$ cat src/rtl/uart_rx_irq_fifo_pkg.sv
// uart_rx_irq_fifo_pkg: I/O addresses, RX_STAT bit positions and shared helpers for the RX FIFO block.
package uart_rx_irq_fifo_pkg;
  localparam logic [13:0] RX_DATA   = 14'h3E90;
  localparam logic [13:0] RX_STAT   = 14'h3E91;
  localparam logic [13:0] RX_THRESH = 14'h3E92;
  localparam int STAT_EMPTY = 8;
  localparam int STAT_FULL  = 9;
  localparam int STAT_OVF   = 10;
  localparam int STAT_FLUSH = 11;
  typedef enum logic [1:0] {SEL_NONE, SEL_POP, SEL_REG} rd_sel_e;
  // Threshold 0 behaves as 1; anything above the FIFO depth saturates at the depth.
  function automatic logic [7:0] eff_thresh(input logic [7:0] t, input int depth);
    return (t == 8'd0) ? 8'd1 : (int'(t) > depth) ? 8'(depth) : t;
  endfunction
endpackage

$ cat src/rtl/sync_fifo_mem.sv
// sync_fifo_mem: DEPTH x 8 storage with one write port and a registered read port.
module sync_fifo_mem
  import uart_rx_irq_fifo_pkg::*;
#(
  parameter int DEPTH = 16,
  parameter int AW = $clog2(DEPTH)
) (
  input  logic          clk,
  input  logic          we_i,
  input  logic [AW-1:0] waddr_i,
  input  logic [7:0]    wdata_i,
  input  logic [AW-1:0] raddr_i,
  output logic [7:0]    rdata_o
);
  logic [7:0] mem_q [DEPTH];
  logic [7:0] rdata_q;
  always_ff @(posedge clk) begin
    if (we_i) mem_q[waddr_i] <= wdata_i;
    rdata_q <= mem_q[raddr_i];
  end
  assign rdata_o = rdata_q;
endmodule

$ cat src/rtl/uart_rx_irq_fifo.sv
// uart_rx_irq_fifo: UART RX byte FIFO on the chained I/O bus with a threshold interrupt pulse.
// Define UART_RX_TIMEOUT_EN to add the idle-timeout interrupt source.
module uart_rx_irq_fifo
  import uart_rx_irq_fifo_pkg::*;
#(
  parameter int DEPTH = 16,
  parameter int TIMEOUT = 1024
) (
  input  logic         clk,
  input  logic         rst,
  input  logic [7:0]   rx_data,
  input  logic         rx_valid,
  input  logic         dma_io_we,
  input  logic [15:2]  dma_io_wadr,
  input  logic [31:0]  dma_io_wdata,
  input  logic [15:2]  dma_io_radr,
  input  logic         dma_io_radr_en,
  input  logic [31:0]  dma_io_rdata_in,
  output logic [31:0]  dma_io_rdata,
  output logic         ext_uart_interrpt_1shot
);
  localparam int AW = $clog2(DEPTH);
  logic [AW-1:0] wr_ptr_q, wr_ptr_d, rd_ptr_q, rd_ptr_d;
  logic [7:0] count_q, count_d, thresh_q, thresh_d, eff, mem_rdata;
  logic [31:0] reg_q, reg_d, stat;
  logic ovf_q, ovf_d, level_dly_q, full, empty, level, push, pop, flush, stat_wr, rd_hit, tmo_pulse;
  rd_sel_e sel_q, sel_d;
  logic unused_wdata;
  assign unused_wdata = ^{dma_io_wdata[31:12], dma_io_wdata[9:8]};
  always_comb begin
    full     = count_q == 8'(DEPTH);
    empty    = count_q == 8'd0;
    pop      = dma_io_radr_en && dma_io_radr == RX_DATA && !empty;
    stat_wr  = dma_io_we && dma_io_wadr == RX_STAT;
    flush    = stat_wr && dma_io_wdata[STAT_FLUSH];
    push     = rx_valid && (!full || pop) && !flush;
    eff      = eff_thresh(thresh_q, DEPTH);
    level    = count_q >= eff;
    stat     = {21'd0, ovf_q, full, empty, count_q};
    wr_ptr_d = flush ? '0 : wr_ptr_q + AW'(push);
    rd_ptr_d = flush ? '0 : rd_ptr_q + AW'(pop);
    count_d  = flush ? 8'd0 : count_q + 8'(push) - 8'(pop);
    ovf_d    = (stat_wr && !dma_io_wdata[STAT_OVF]) ? 1'b0 : ovf_q || (rx_valid && full && !pop);
    thresh_d = (dma_io_we && dma_io_wadr == RX_THRESH) ? dma_io_wdata[7:0] : thresh_q;
    rd_hit   = dma_io_radr_en && (dma_io_radr == RX_DATA || dma_io_radr == RX_STAT || dma_io_radr == RX_THRESH);
    sel_d    = pop ? SEL_POP : rd_hit ? SEL_REG : SEL_NONE;
    reg_d    = (dma_io_radr == RX_STAT) ? stat : (dma_io_radr == RX_THRESH) ? {24'd0, thresh_q} : 32'd0;
  end
  always_ff @(posedge clk) begin
    if (rst) begin
      wr_ptr_q    <= '0;
      rd_ptr_q    <= '0;
      count_q     <= 8'd0;
      ovf_q       <= 1'b0;
      thresh_q    <= 8'd1;
      level_dly_q <= 1'b0;
      sel_q       <= SEL_NONE;
      reg_q       <= 32'd0;
    end else begin
      wr_ptr_q    <= wr_ptr_d;
      rd_ptr_q    <= rd_ptr_d;
      count_q     <= count_d;
      ovf_q       <= ovf_d;
      thresh_q    <= thresh_d;
      level_dly_q <= level;
      sel_q       <= sel_d;
      reg_q       <= reg_d;
    end
  end
  sync_fifo_mem #(.DEPTH(DEPTH)) u_mem (
    .clk     (clk),
    .we_i    (push),
    .waddr_i (wr_ptr_q),
    .wdata_i (rx_data),
    .raddr_i (rd_ptr_q),
    .rdata_o (mem_rdata)
  );
`ifdef UART_RX_TIMEOUT_EN
  logic [15:0] tmo_q;
  logic fired_q;
  // Idle count runs only while some bytes wait below threshold; it saturates at TIMEOUT.
  always_ff @(posedge clk) begin
    if (rst) begin
      tmo_q   <= 16'd0;
      fired_q <= 1'b0;
    end else begin
      tmo_q   <= (!empty && count_q < eff && !push && !pop && !flush) ? ((tmo_q == 16'(TIMEOUT)) ? tmo_q : tmo_q + 16'd1) : 16'd0;
      fired_q <= (push || pop) ? 1'b0 : fired_q || tmo_pulse;
    end
  end
  assign tmo_pulse = tmo_q == 16'(TIMEOUT) && !fired_q;
`else
  logic unused_timeout;
  assign unused_timeout = TIMEOUT != 0;
  assign tmo_pulse = 1'b0;
`endif
  assign dma_io_rdata = (rst || sel_q == SEL_NONE) ? dma_io_rdata_in : (sel_q == SEL_POP) ? {23'd0, 1'b1, mem_rdata} : reg_q;
  assign ext_uart_interrpt_1shot = !rst && ((level && !level_dly_q) || tmo_pulse);
endmodule

$ cat config.mk
export PLATFORM = sky130hd
export DESIGN_NAME = uart_rx_irq_fifo
export DESIGN_NICKNAME = d
export VERILOG_FILES = /design/src/rtl/uart_rx_irq_fifo_pkg.sv /design/src/rtl/sync_fifo_mem.sv /design/src/rtl/uart_rx_irq_fifo.sv
export SDC_FILE = /design/constraint.sdc
export NUM_CORES = 1
export LEC_CHECK = 0
export BUFFER_PORTS_ARGS = -buffer_cell sky130_fd_sc_hd__buf_4
export CORE_UTILIZATION = 50
export DETAILED_ROUTE_END_ITERATION = 8
export GPL_TIMING_DRIVEN = 0
export MAX_ROUTING_LAYER = met4
export PLACE_DENSITY = 0.74
export SLEW_MARGIN = 20
export SYNTH_ARGS = -nofsm -noshare
export SYNTH_HDL_FRONTEND = slang
export SYNTH_SLANG_ARGS = --single-unit
export TNS_END_PERCENT = 5
$ cat constraint.sdc
create_clock -name clk -period 6.53 [get_ports clk]
set_clock_uncertainty 0.15 [all_clocks]
set_input_delay 1.306 -clock clk [delete_from_list [all_inputs] [get_ports clk]]
set_output_delay 1.306 -clock clk [all_outputs]
set_load 0.01 [all_outputs]
==> results of run 1 <==
-- layer usage --
layer	up-vias	track usage (%)	share of wire, %
met2	248	39.9	50
li1	2369	-	-
met5	-	-	0
met1	2483	29.8	41
met3	25	4.50	7.3
met4	0	7.73	1.6
-- logic make-up (layout without fill, tap and decap cells) --
logic type	count (synthesis)	after routing	share of synthesized area, %
xor gates and xnor gates	5	5	0.572
and+or+nand+nor	159	159	12.3
AOI/OAI and AO/OA	80	80	7.34
muxes	42	42	10.7
adders and majority gates	24	24	4.02
DFF	175	175	62.5
other	1	3	0.0490
buffers and inverters	47	207	2.57
-- final timing paths --
path	start	to	slack [ns]	depth (start not counted)
max	dma_io_radr[13]	count_q[6]	1.93	14
max reg2reg	count_q[2]	count_q[6]	2.44	15
min reg2reg	ovf_q	reg_q[10]	0.38	1
min	ovf_q	reg_q[10]	0.38	1
-- area by class of cell --
| class | instances | area, um2 | area share, % |
|---|---|---|---|
| tap | 184 | 230 | 2.42 |
| timing repair buffer | 128 | 936 | 9.83 |
| multi-input combinational | 313 | 2790 | 29.3 |
| buffer | 24 | 110 | 1.16 |
| clock inverter | 14 | 160 | 1.68 |
| sequential | 175 | 4780 | 50.2 |
| clock buffer | 18 | 429 | 4.51 |
| inverter | 23 | 86.3 | 0.907 |
-- state kept, by name, indices dropped and copies added (netlist names) --
register / count
u_mem.mem_q: 128
reg_q: 11
count_q: 8
thresh_q: 8
u_mem.rdata_o: 8
rd_ptr_q: 4
wr_ptr_q: 4
sel_q: 2
level_dly_q: 1
ovf_q: 1
-- through the flow --
stage               total power, mW  setup slack (ns)  instances  hold WS, ns  utilization [%]
global route                   2.84              1.69        879        0.391             64.5
CTS                            2.73              1.91        879        0.371             64.5
floorplan                      1.59              2.10        535        0.296                -
detailed placement             1.75              1.50        847        0.358             60.5
global placement               1.72              1.65        834        0.350             59.4
finish                         2.73              1.93        879        0.379             64.5
-- cells in the mapped netlist, types with 10 or more instances --
cell type | number | area [um2]
sky130_fd_sc_hd__inv_1 | 23 | 86.3
sky130_fd_sc_hd__dfxtp_1 | 47 | 941
sky130_fd_sc_hd__nand2_1 | 25 | 93.8
sky130_fd_sc_hd__a22oi_1 | 24 | 180
sky130_fd_sc_hd__and3_1 | 10 | 62.6
sky130_fd_sc_hd__mux4_2 | 32 | 721
sky130_fd_sc_hd__nor2_1 | 25 | 93.8
sky130_fd_sc_hd__a21oi_1 | 16 | 80.1
sky130_fd_sc_hd__o21ai_0 | 11 | 55.1
sky130_fd_sc_hd__nor4_1 | 10 | 62.6
sky130_fd_sc_hd__nor2b_1 | 11 | 68.8
sky130_fd_sc_hd__ha_1 | 23 | 288
sky130_fd_sc_hd__edfxtp_1 | 128 | 3840
sky130_fd_sc_hd__clkbuf_1 | 16 | 60.1
sky130_fd_sc_hd__mux2i_1 | 10 | 100
sky130_fd_sc_hd__and2_1 | 24 | 150
-- power groups by stage --
stage / clock network, mW / logic, mW / registers, mW
after floorplan: 0 / 0.300 / 1.29
after global placement: 0 / 0.419 / 1.30
after detailed placement: 0 / 0.448 / 1.30
after CTS: 1.00 / 0.454 / 1.28
after global routing: 1.05 / 0.508 / 1.28
final: 0.996 / 0.461 / 1.28
-- critical path: cells and delay by family --
kind | cells | cell delay (ns)
AOI/OAI and AO/OA | 3 | 0.75
adders and majority gates | 3 | 0.85
buffers and inverters | 3 | 0.21
and+or+nand+nor | 4 | 1.42
muxes | 1 | 0.22
-- layout by cell type (no fill, tap or decap), drive strengths merged, types with 10 or more instances in the layout --
cell type    n
inv         26
clkbuf      34
o21ai       12
and2        24
mux2i       10
a21oi       16
nor2        26
edfxtp     128
dfxtp       47
ha          23
nor4        11
a22oi       24
buf        136
mux4        32
and3        10
nor2b       11
nand2       25
==> impl_summary.txt, run 1 <==
----------------------------------------------------
[Outcome]
  Result of the run ... complete, no violations

[STA]
  Hold Violations, Final ... 0
  Fraction of the cycle the final worst path needs ... 70.5%
  Unrepaired setup endpoints after global routing ... false
  Final setup fails ... 0
  Final-report max-slew violation count ... 0
  Time the final worst path needs with I/O delays and setup ... about 4.6 ns
  Maximum clock frequency ... 217 MHz
  Slew of the pin with the lowest slew margin ... 0.891 ns
  Worst relative slew slack ... approximately two fifths
  Setup TNS after final layout ... 0 ns

[Critical path]
  Slowest-stage cell, CP ... sky130_fd_sc_hd__or3b_2
  Crit path required time ... approximately 6.7 ns
  Critical path startpoint category ... input pin
  Delay of the slowest cell on the worst path ... around 0.57 ns
  Crit. End Element ... register
  Worst Path Class, Setup ... input pin to register
  Arrival time at the worst endpoint ... around 4.8 ns
  CP Max Fanout ... 9
  Worst path cell trace ... buf_4 -> nand4_1 -> nor4b_1 -> a31oi_2 -> or3b_2 -> ha_1 -> inv_1 -> ha_1 -> inv_1 -> fa_1 -> nor2b_1 -> o311a_1 -> mux2i_1 -> a21oi_1

[Pwr]
  Switching component of the power ... 0.711 mW
  Worst IR drop on VDD ... 200 uV
  Sequential cell fraction of total power ... 46.7%
  Switching power as a share of total power ... approximately a quarter
  Ratio of total power to cell area ... ~290 nW/um2
  Static Leakage ... ~3.5 nW
  Internal ... between 2 and 2.5 mW
  Fraction of power consumed by the clock network ... between 30% and 40%
  Combinational cell fraction of total power ... 16.8%

[Floorplanning]
  Area of the core ... roughly 15000 um2
  Die Outline Area ... ~16000 um2
  Boundary Pins ... between 100 and 150
  Die boundary height ... approximately 130 um
  Die width ... ~130 um
  Standard-cell rows ... 44
  Initial standard-cell utilization of the core ... between 50 and 60%

[Routing]
  Number of DRC violations after detailed routing ... 0
  ANT nets after route ... 0
  DRC marker count from the first detailed-route iteration ... about 530
  Number of detailed-route iterations in the first pass ... 5
  Routed WL ... about 17 mm
  Via density per instance ... just under 6
  WL per Instance ... between 15 and 20 um
  Via total after detailed routing ... around 5000

[Clock network]
  Clk_lat worst skew ... roughly 0.42 ns
  # hold bufs at CTS ... 0
  Post-cts sizing count ... 0
  Total clock buffers created by CTS ... 17
  Deepest clock path buffer count ... 2
  H-tree levels ... 4
  CTS tree ... built
  Post-CTS Repair Setup Buffers ... 0
  Library cell used as clock root buffer ... sky130_fd_sc_hd__clkbuf_16
  Number of clock sinks seen by CTS ... ~180
  Clock-pin slew reported for the worst setup and hold paths after clock tree synthesis ... roughly 0.07 ns

[Yosys]
  Ys flop type ... sky130_fd_sc_hd__edfxtp_1
  Number of synthesis warnings ... 0
  Cells after synthesis ... 533
  Post-synthesis average cell area ... 14.4 um2
  Number of synthesized flops with an enable pin ... 128
  Area of the mapped netlist ... 7660 um2
  Unique cell type count in the Yosys netlist ... 56
  Post-synthesis sequential element count ... 175
  Proportion of synthesized chip area in sequential cells ... between 60% and 70%
  Async set-or-reset flop fraction in the synthesized netlist ... 0%

[Placed design]
  Cell area reported after detailed placement ... approximately 8900 um2
  Port Buffers ... around 120
  Half-perimeter wire length after detailed placement ... 12.3 mm
  Global placer's final weighted congestion ... about 0.88

[Global route]
  Remaining global-route overflow ... 0
  Largest net degree at the start of global routing ... 17
  Antenna violations before repair ... 0
  Combined global-route utilization of all metal layers ... between 20% and 30%
  Via count of the first global-routing pass ... 5137
  First-pass GRT wire length ... between 20 and 30 mm

[Layout]
  Filler Cell Count ... around 1000
  Post-route cell area ... roughly 9500 um2
  Proportion of layout cells with a drive suffix above 1 ... between 30% and 40%
  Final antenna diode count ... 0
  Area added between synthesis and finish ... 24.4%
  Number of nets at the end of the flow ... 811

[Hold path]
  Kind of path behind the tightest hold check ... register to register

[Run]
  Max-cap violations ... 0

----------------------------------------------------
Note: power is estimated with default switching activity, not from simulation.
==> inputs of run 2 (changes only) <==
- PLACE_DENSITY: 0.74 -> 0.77
- clock period: 6.53 -> 3.85 ns (I/O delays scaled with it)
==> impl_summary.txt, run 2 (synthesis gave the netlist of run 1 again) <==
----------------------------------------------------
[Routing]
  WL per Instance ... 20.6 um (+4.6%)
  DRC marker count from the first detailed-route iteration ... 556 (+4.5%)
  Via density per instance ... 5.93 (+1.7%)
  Number of detailed-route iterations in the first pass ... 6 (+1)
  ANT nets after route ... 0 (unchanged)
  Number of DRC violations after detailed routing ... 0 (unchanged)
  Routed WL ... 18.1 mm (+4.9%)
  Via total after detailed routing ... 5223 (+1.9%)

[Global route]
  Global Route met3 Usage ... 5.56% (+1.1 points)
  Antenna violations before repair ... 0 (unchanged)
  Remaining global-route overflow ... 0 (unchanged)
  Met1 Track Usage GR ... 29.7% (-0.064 points)
  Met2 routing resource usage after global routing ... 42.2% (+2.3 points)
  Global routing's busiest layer ... met2
  Combined global-route utilization of all metal layers ... 25.0% (+0.98 points)
  Via count of the first global-routing pass ... 5300 (+3.2%)
  Largest net degree at the start of global routing ... 17 (unchanged)
  First-pass GRT wire length ... 28.2 mm (+3.2%)

[STA]
  Slew of the pin with the lowest slew margin ... 0.869 ns (-0.0221 ns)
  Final-report max-slew violation count ... 0 (unchanged)
  Time the final worst path needs with I/O delays and setup ... 3.65 ns
  Final setup fails ... 0 (unchanged)
  Unrepaired setup endpoints after global routing ... false
  Setup TNS after final layout ... 0 ns (unchanged)
  Worst relative slew slack ... 41.5% (+1.2 points)
  Fraction of the cycle the final worst path needs ... between 90% and 100%
  Worst setup margin ... 0.195 ns (-1.73 ns)
  Hold Violations, Final ... 0 (unchanged)
  Maximum clock frequency ... ~270 MHz

[Layout]
  Area added between synthesis and finish ... 24.4% (unchanged)
  Largest registers ... u_mem.mem_q: 128 flops, reg_q: 11 flops
  Top library cells by usage in the layout, fill and taps aside ... sky130_fd_sc_hd__edfxtp_1, sky130_fd_sc_hd__buf_4, sky130_fd_sc_hd__dfxtp_1
  Reg with most FFs ... u_mem.mem_q
  Final antenna diode count ... 0 (unchanged)
  Proportion of layout cells with a drive suffix above 1 ... 32.3% (+0.63 points)
  Number of nets at the end of the flow ... 813 (+0.25%)
  Post-route cell area ... 9520 um2 (unchanged)
  Number of flip-flops under the largest register name ... 128 (unchanged)
  End-of-flow core utilization ... 64.5% (unchanged)
  Filler Cell Count ... 1050 (+0.96%)
  Most common cell after layout, fill and taps aside ... sky130_fd_sc_hd__edfxtp_1

[Critical path]
  Arrival time at the worst endpoint ... 3.81 ns (-0.94 ns)
  Critical path startpoint category ... input pin
  CP Max Fanout ... 3 (-6)
  Crit path required time ... 4.00 ns (-2.68 ns)
  Worst Path Class, Setup ... input pin to register
  Setup slack of the worst register-to-register path ... 0.25 ns (-2.19 ns)
  Crit. End Element ... register

[Placed design]
  Cell area reported after detailed placement ... 8940 um2 (+0.14%)
  Half-perimeter wire length after detailed placement ... 13.2 mm (+7.7%)
  Port Buffers ... 115 (unchanged)
  Global placer's final weighted congestion ... 0.908 (+2.6%)
  Placement Setup Slack ... -0.596 ns (-2.10 ns)

[Clock network]
  # hold bufs at CTS ... 0 (unchanged)
  CTS tree ... built
  Number of clock sinks seen by CTS ... 175 (unchanged)
  Clk_lat worst skew ... 0.43 ns (about the same)
  H-tree levels ... 4 (unchanged)
  Library cell used as clock root buffer ... sky130_fd_sc_hd__clkbuf_16
  Total clock buffers created by CTS ... 17 (unchanged)
  Deepest clock path buffer count ... 2 (unchanged)
  Clock-pin slew reported for the worst setup and hold paths after clock tree synthesis ... 0.07 ns (about the same)

[Pwr]
  Static Leakage ... 3.50 nW (-0.16%)
  Ratio of total power to cell area ... 479 nW/um2 (+67%)
  Worst IR drop on VDD ... 496 uV (+150%)

[Floorplanning]
  Initial standard-cell utilization of the core ... 51.9% (unchanged)
  Die boundary height ... 126 um (unchanged)
  Die width ... 126 um (unchanged)
  Area of the core ... 14800 um2 (unchanged)
  Standard-cell rows ... 44 (unchanged)
  Boundary Pins ... 138 (unchanged)
  Die Outline Area ... 15800 um2 (unchanged)

[Hold path]
  Kind of path behind the tightest hold check ... register to register

[Outcome]
  Result of the run ... complete, no violations

[Run]
  Max-cap violations ... 0 (unchanged)

----------------------------------------------------
-- run 2: through the flow --
step / std cells / hold WS [ns] / power, mW
2_1_floorplan: 535 / 0.296 / 2.70
3_3_place_gp: 834 / 0.330 / 2.93
3_5_place_dp: 847 / 0.342 / 2.99
4_1_cts: 880 / 0.353 / 4.56
5_1_grt: 881 / 0.368 / 4.74
6_report: 881 / 0.351 / 4.56
-- run 2: routing by layer --
layer	share of wire [%]	vias to the layer above
li1	-	2364
met1	40	2604
met2	52	233
met3	7.1	22
met4	1.2	0
met5	0	-
-- run 2: what timing repair did --
action | 4_1_cts | 5_1_grt
setup endpoints to repair | 7 | 1
buffers inserted | 1 | 1
pin swaps | 1 | 1
resized for setup | 3 | 0
-- run 2: final cells by class --
| type | count | area, um2 | share of cell area, % |
|---|---|---|---|
| clock buffers | 18 | 429 | 4.51 |
| multi-input cells | 313 | 2810 | 29.5 |
| well taps | 184 | 230 | 2.42 |
| repair buffers | 130 | 953 | 10.0 |
| flip-flops and latches | 175 | 4780 | 50.2 |
| clock inverters | 14 | 118 | 1.24 |
| plain buffers | 24 | 110 | 1.16 |
| inverters | 23 | 86.3 | 0.907 |
-- run 2: critical path, stage by stage --
cell	delay [ns]
sky130_fd_sc_hd__buf_4	0.11
sky130_fd_sc_hd__or4bb_1	0.53
sky130_fd_sc_hd__or4_4	0.55
sky130_fd_sc_hd__nor2_4	0.13
sky130_fd_sc_hd__or3b_4	0.14
sky130_fd_sc_hd__ha_1	0.22
sky130_fd_sc_hd__inv_1	0.06
sky130_fd_sc_hd__ha_2	0.19
sky130_fd_sc_hd__inv_1	0.07
sky130_fd_sc_hd__fa_2	0.35
sky130_fd_sc_hd__nor2b_2	0.16
sky130_fd_sc_hd__o311a_1	0.25
sky130_fd_sc_hd__mux2i_1	0.20
sky130_fd_sc_hd__a21oi_1	0.08
-- run 2: final timing paths --
check            startpoint    endpoint  cells past startpoint
max          dma_io_wadr[8]  count_q[6]                     14
min                   ovf_q   reg_q[10]                      1
max reg2reg      count_q[2]  count_q[6]                     15
min reg2reg           ovf_q   reg_q[10]                      1
-- run 2: power breakdown --
group          total (mW)  switching, mW  leakage, nW  internal [mW]
combinational       0.797          0.430         1.69          0.367
sequential           2.18         0.0694         1.54           2.11
clock                1.58          0.697        0.265          0.887
total                4.56           1.20         3.50           3.36
==> inputs of run 3 (changes only) <==
- PLACE_DENSITY: 0.77 -> 0.74
- clock period: 3.85 -> 3.8 ns (I/O delays scaled with it)
==> impl_summary.txt, run 3 (synthesis gave the netlist of run 1 again) <==
----------------------------------------------------
[Critical path]
  Arrival time at the worst endpoint ... 3.88 ns (+0.07 ns)
  Worst Path Class, Setup ... input pin to register
  Critical path startpoint category ... input pin
  Crit path required time ... 3.95 ns (-0.05 ns)
  CP Max Fanout ... 7 (+4)
  Crit. End Element ... register

[STA]
  Final-report max-slew violation count ... 0 (unchanged)
  Unrepaired setup endpoints after global routing ... false
  Worst setup margin ... 0.0752 ns (-0.120 ns)
  Maximum clock frequency ... 268 MHz
  Time the final worst path needs with I/O delays and setup ... 3.72 ns
  Hold_ws ... 0.364 ns (+0.0126 ns)
  Fraction of the cycle the final worst path needs ... 98.0%
  Final setup fails ... 0 (unchanged)
  Worst relative slew slack ... 45.3% (+3.8 points)
  Hold Violations, Final ... 0 (unchanged)
  Slew of the pin with the lowest slew margin ... 0.817 ns (-0.0523 ns)

[Pwr]
  Combinational cell fraction of total power ... 17.5% (about the same)
  Sequential cell fraction of total power ... 46.4% (-1.4 points)
  Fraction of power consumed by the clock network ... 36.1% (+1.3 points)
  Static Leakage ... 3.54 nW (+1.2%)
  Switching power as a share of total power ... 27.5% (+1.2 points)
  Ratio of total power to cell area ... 492 nW/um2 (+2.9%)
  Switching component of the power ... 1.30 mW (+9.0%)
  Internal ... 3.44 mW (+2.3%)
  Worst IR drop on VDD ... 341 uV (-31%)

[Global route]
  Via count of the first global-routing pass ... 5330 (+0.57%)
  First-pass GRT wire length ... 28.8 mm (+2.0%)
  Combined global-route utilization of all metal layers ... 25.4% (+0.42 points)
  Largest net degree at the start of global routing ... 19 (+2)
  Antenna violations before repair ... 0 (unchanged)
  Remaining global-route overflow ... 0 (unchanged)

[Layout]
  Largest registers ... u_mem.mem_q: 128 flops, reg_q: 11 flops
  End-of-flow core utilization ... 65.3% (+0.75 points)
  Reg with most FFs ... u_mem.mem_q
  Number of nets at the end of the flow ... 818 (+0.62%)
  Post-route cell area ... 9630 um2 (+1.2%)
  Final antenna diode count ... 0 (unchanged)
  Area added between synthesis and finish ... 25.8%
  Proportion of layout cells with a drive suffix above 1 ... 33.5% (+1.2 points)
  Most common cell after layout, fill and taps aside ... sky130_fd_sc_hd__buf_4
  Top library cells by usage in the layout, fill and taps aside ... sky130_fd_sc_hd__buf_4, sky130_fd_sc_hd__edfxtp_1, sky130_fd_sc_hd__dfxtp_1
  Number of flip-flops under the largest register name ... 128 (unchanged)
  Filler Cell Count ... 1055 (+0.48%)
  Final cell count without fillers ... 886 (+0.57%)

[Clock network]
  CTS tree ... built
  Clock-pin slew reported for the worst setup and hold paths after clock tree synthesis ... 0.07 ns (about the same)
  Library cell used as clock root buffer ... sky130_fd_sc_hd__clkbuf_16
  Clk_lat worst skew ... 0.44 ns (about the same)
  # hold bufs at CTS ... 0 (unchanged)
  Deepest clock path buffer count ... 2 (unchanged)
  Total clock buffers created by CTS ... 17 (unchanged)
  H-tree levels ... 4 (unchanged)
  Number of clock sinks seen by CTS ... 175 (unchanged)

[Floorplanning]
  Area of the core ... 14800 um2 (unchanged)
  Standard-cell rows ... 44 (unchanged)
  Boundary Pins ... 138 (unchanged)
  Die boundary height ... 126 um (unchanged)
  Die Outline Area ... 15800 um2 (unchanged)
  Initial standard-cell utilization of the core ... 51.9% (unchanged)
  Die width ... 126 um (unchanged)

[Placed design]
  Placement Setup Slack ... -0.599 ns (-0.00291 ns)
  Port Buffers ... 115 (unchanged)
  Cell area reported after detailed placement ... 8970 um2 (+0.39%)
  Placed cell count ... 847 (unchanged)
  Global placer's final weighted congestion ... 0.851 (-6.3%)
  Half-perimeter wire length after detailed placement ... 13.2 mm (about the same)

[Routing]
  Via density per instance ... 5.88 (-0.87%)
  Via total after detailed routing ... 5207 (-0.31%)
  DRC marker count from the first detailed-route iteration ... 523 (-5.9%)
  WL per Instance ... 20.7 um (+0.76%)
  Number of DRC violations after detailed routing ... 0 (unchanged)
  ANT nets after route ... 0 (unchanged)
  Number of detailed-route iterations in the first pass ... 6 (unchanged)
  Routed WL ... 18.4 mm (+1.3%)

[Outcome]
  Result of the run ... complete, no violations

[Hold path]
  Kind of path behind the tightest hold check ... register to register

[Run]
  Max-cap violations ... 0 (unchanged)

----------------------------------------------------
## run 3: layer usage
| metal | vias to the layer above | track usage [%] | wire, um |
|---|---|---|---|
| li1 | 2379 | - | - |
| met1 | 2572 | 29.9 | 7280 |
| met2 | 229 | 42.4 | 9270 |
| met3 | 27 | 7.14 | 1550 |
| met4 | 0 | 7.80 | 286 |
| met5 | - | - | 0 |
## run 3: final cells by class
class                   count  area (um2)  share of cell area [%]
plain buffers              24         110                    1.14
clock buffers              17         425                    4.42
clock inverters            15         159                    1.65
inverters                  23        86.3                   0.896
multi-input cells         313        2830                    29.4
flip-flops and latches    175        4780                    49.7
well taps                 184         230                    2.39
repair buffers            135        1000                    10.4
## run 3: stage by stage
step | setup TNS [ns] | power [mW]
detailed placement | -2.80 | 3.04
floorplan | 0 | 2.74
global placement | -55.20 | 2.97
finish | 0 | 4.74
global route | 0 | 4.93
CTS | 0 | 4.75
## run 3: power by group through the flow
stage               Sequential (mW)  Clock (mW)  Combinational, mW
floorplan                      2.21           0              0.524
global placement               2.23           0              0.734
detailed placement             2.24           0              0.803
CTS                            2.20        1.73              0.817
global route                   2.21        1.81              0.911
finish                         2.20        1.71              0.830
## run 3: path summary, 6_finish.rpt
kind,startpoint,to,slack [ns],depth (start not counted)
max,dma_io_wadr[8],count_q[6],0.08,14
min,ovf_q,reg_q[10],0.36,1
max reg2reg,count_q[2],count_q[6],0.30,15
min reg2reg,ovf_q,reg_q[10],0.36,1
## run 3: repair_timing
| action | 4_1_cts | 5_1_grt |
|---|---|---|
| buffers inserted | 0 | 7 |
| endpoints found under the setup margin | 8 | 1 |
| cloned | 0 | 0 |
| gates resized for setup | 3 | 0 |
| pin swaps | 1 | 2 |
## run 3: critical path, cell delays in order
cell and delay [ns]:
sky130_fd_sc_hd__buf_4 0.11, sky130_fd_sc_hd__or4bb_1 0.53, sky130_fd_sc_hd__or4_4 0.55, sky130_fd_sc_hd__nor2_4 0.26, sky130_fd_sc_hd__or3b_4 0.20, sky130_fd_sc_hd__ha_4 0.19
sky130_fd_sc_hd__inv_2 0.05, sky130_fd_sc_hd__ha_4 0.13, sky130_fd_sc_hd__inv_2 0.04, sky130_fd_sc_hd__fa_2 0.36, sky130_fd_sc_hd__nor2b_2 0.16, sky130_fd_sc_hd__o311a_1 0.23
sky130_fd_sc_hd__mux2i_1 0.20, sky130_fd_sc_hd__a21oi_1 0.09
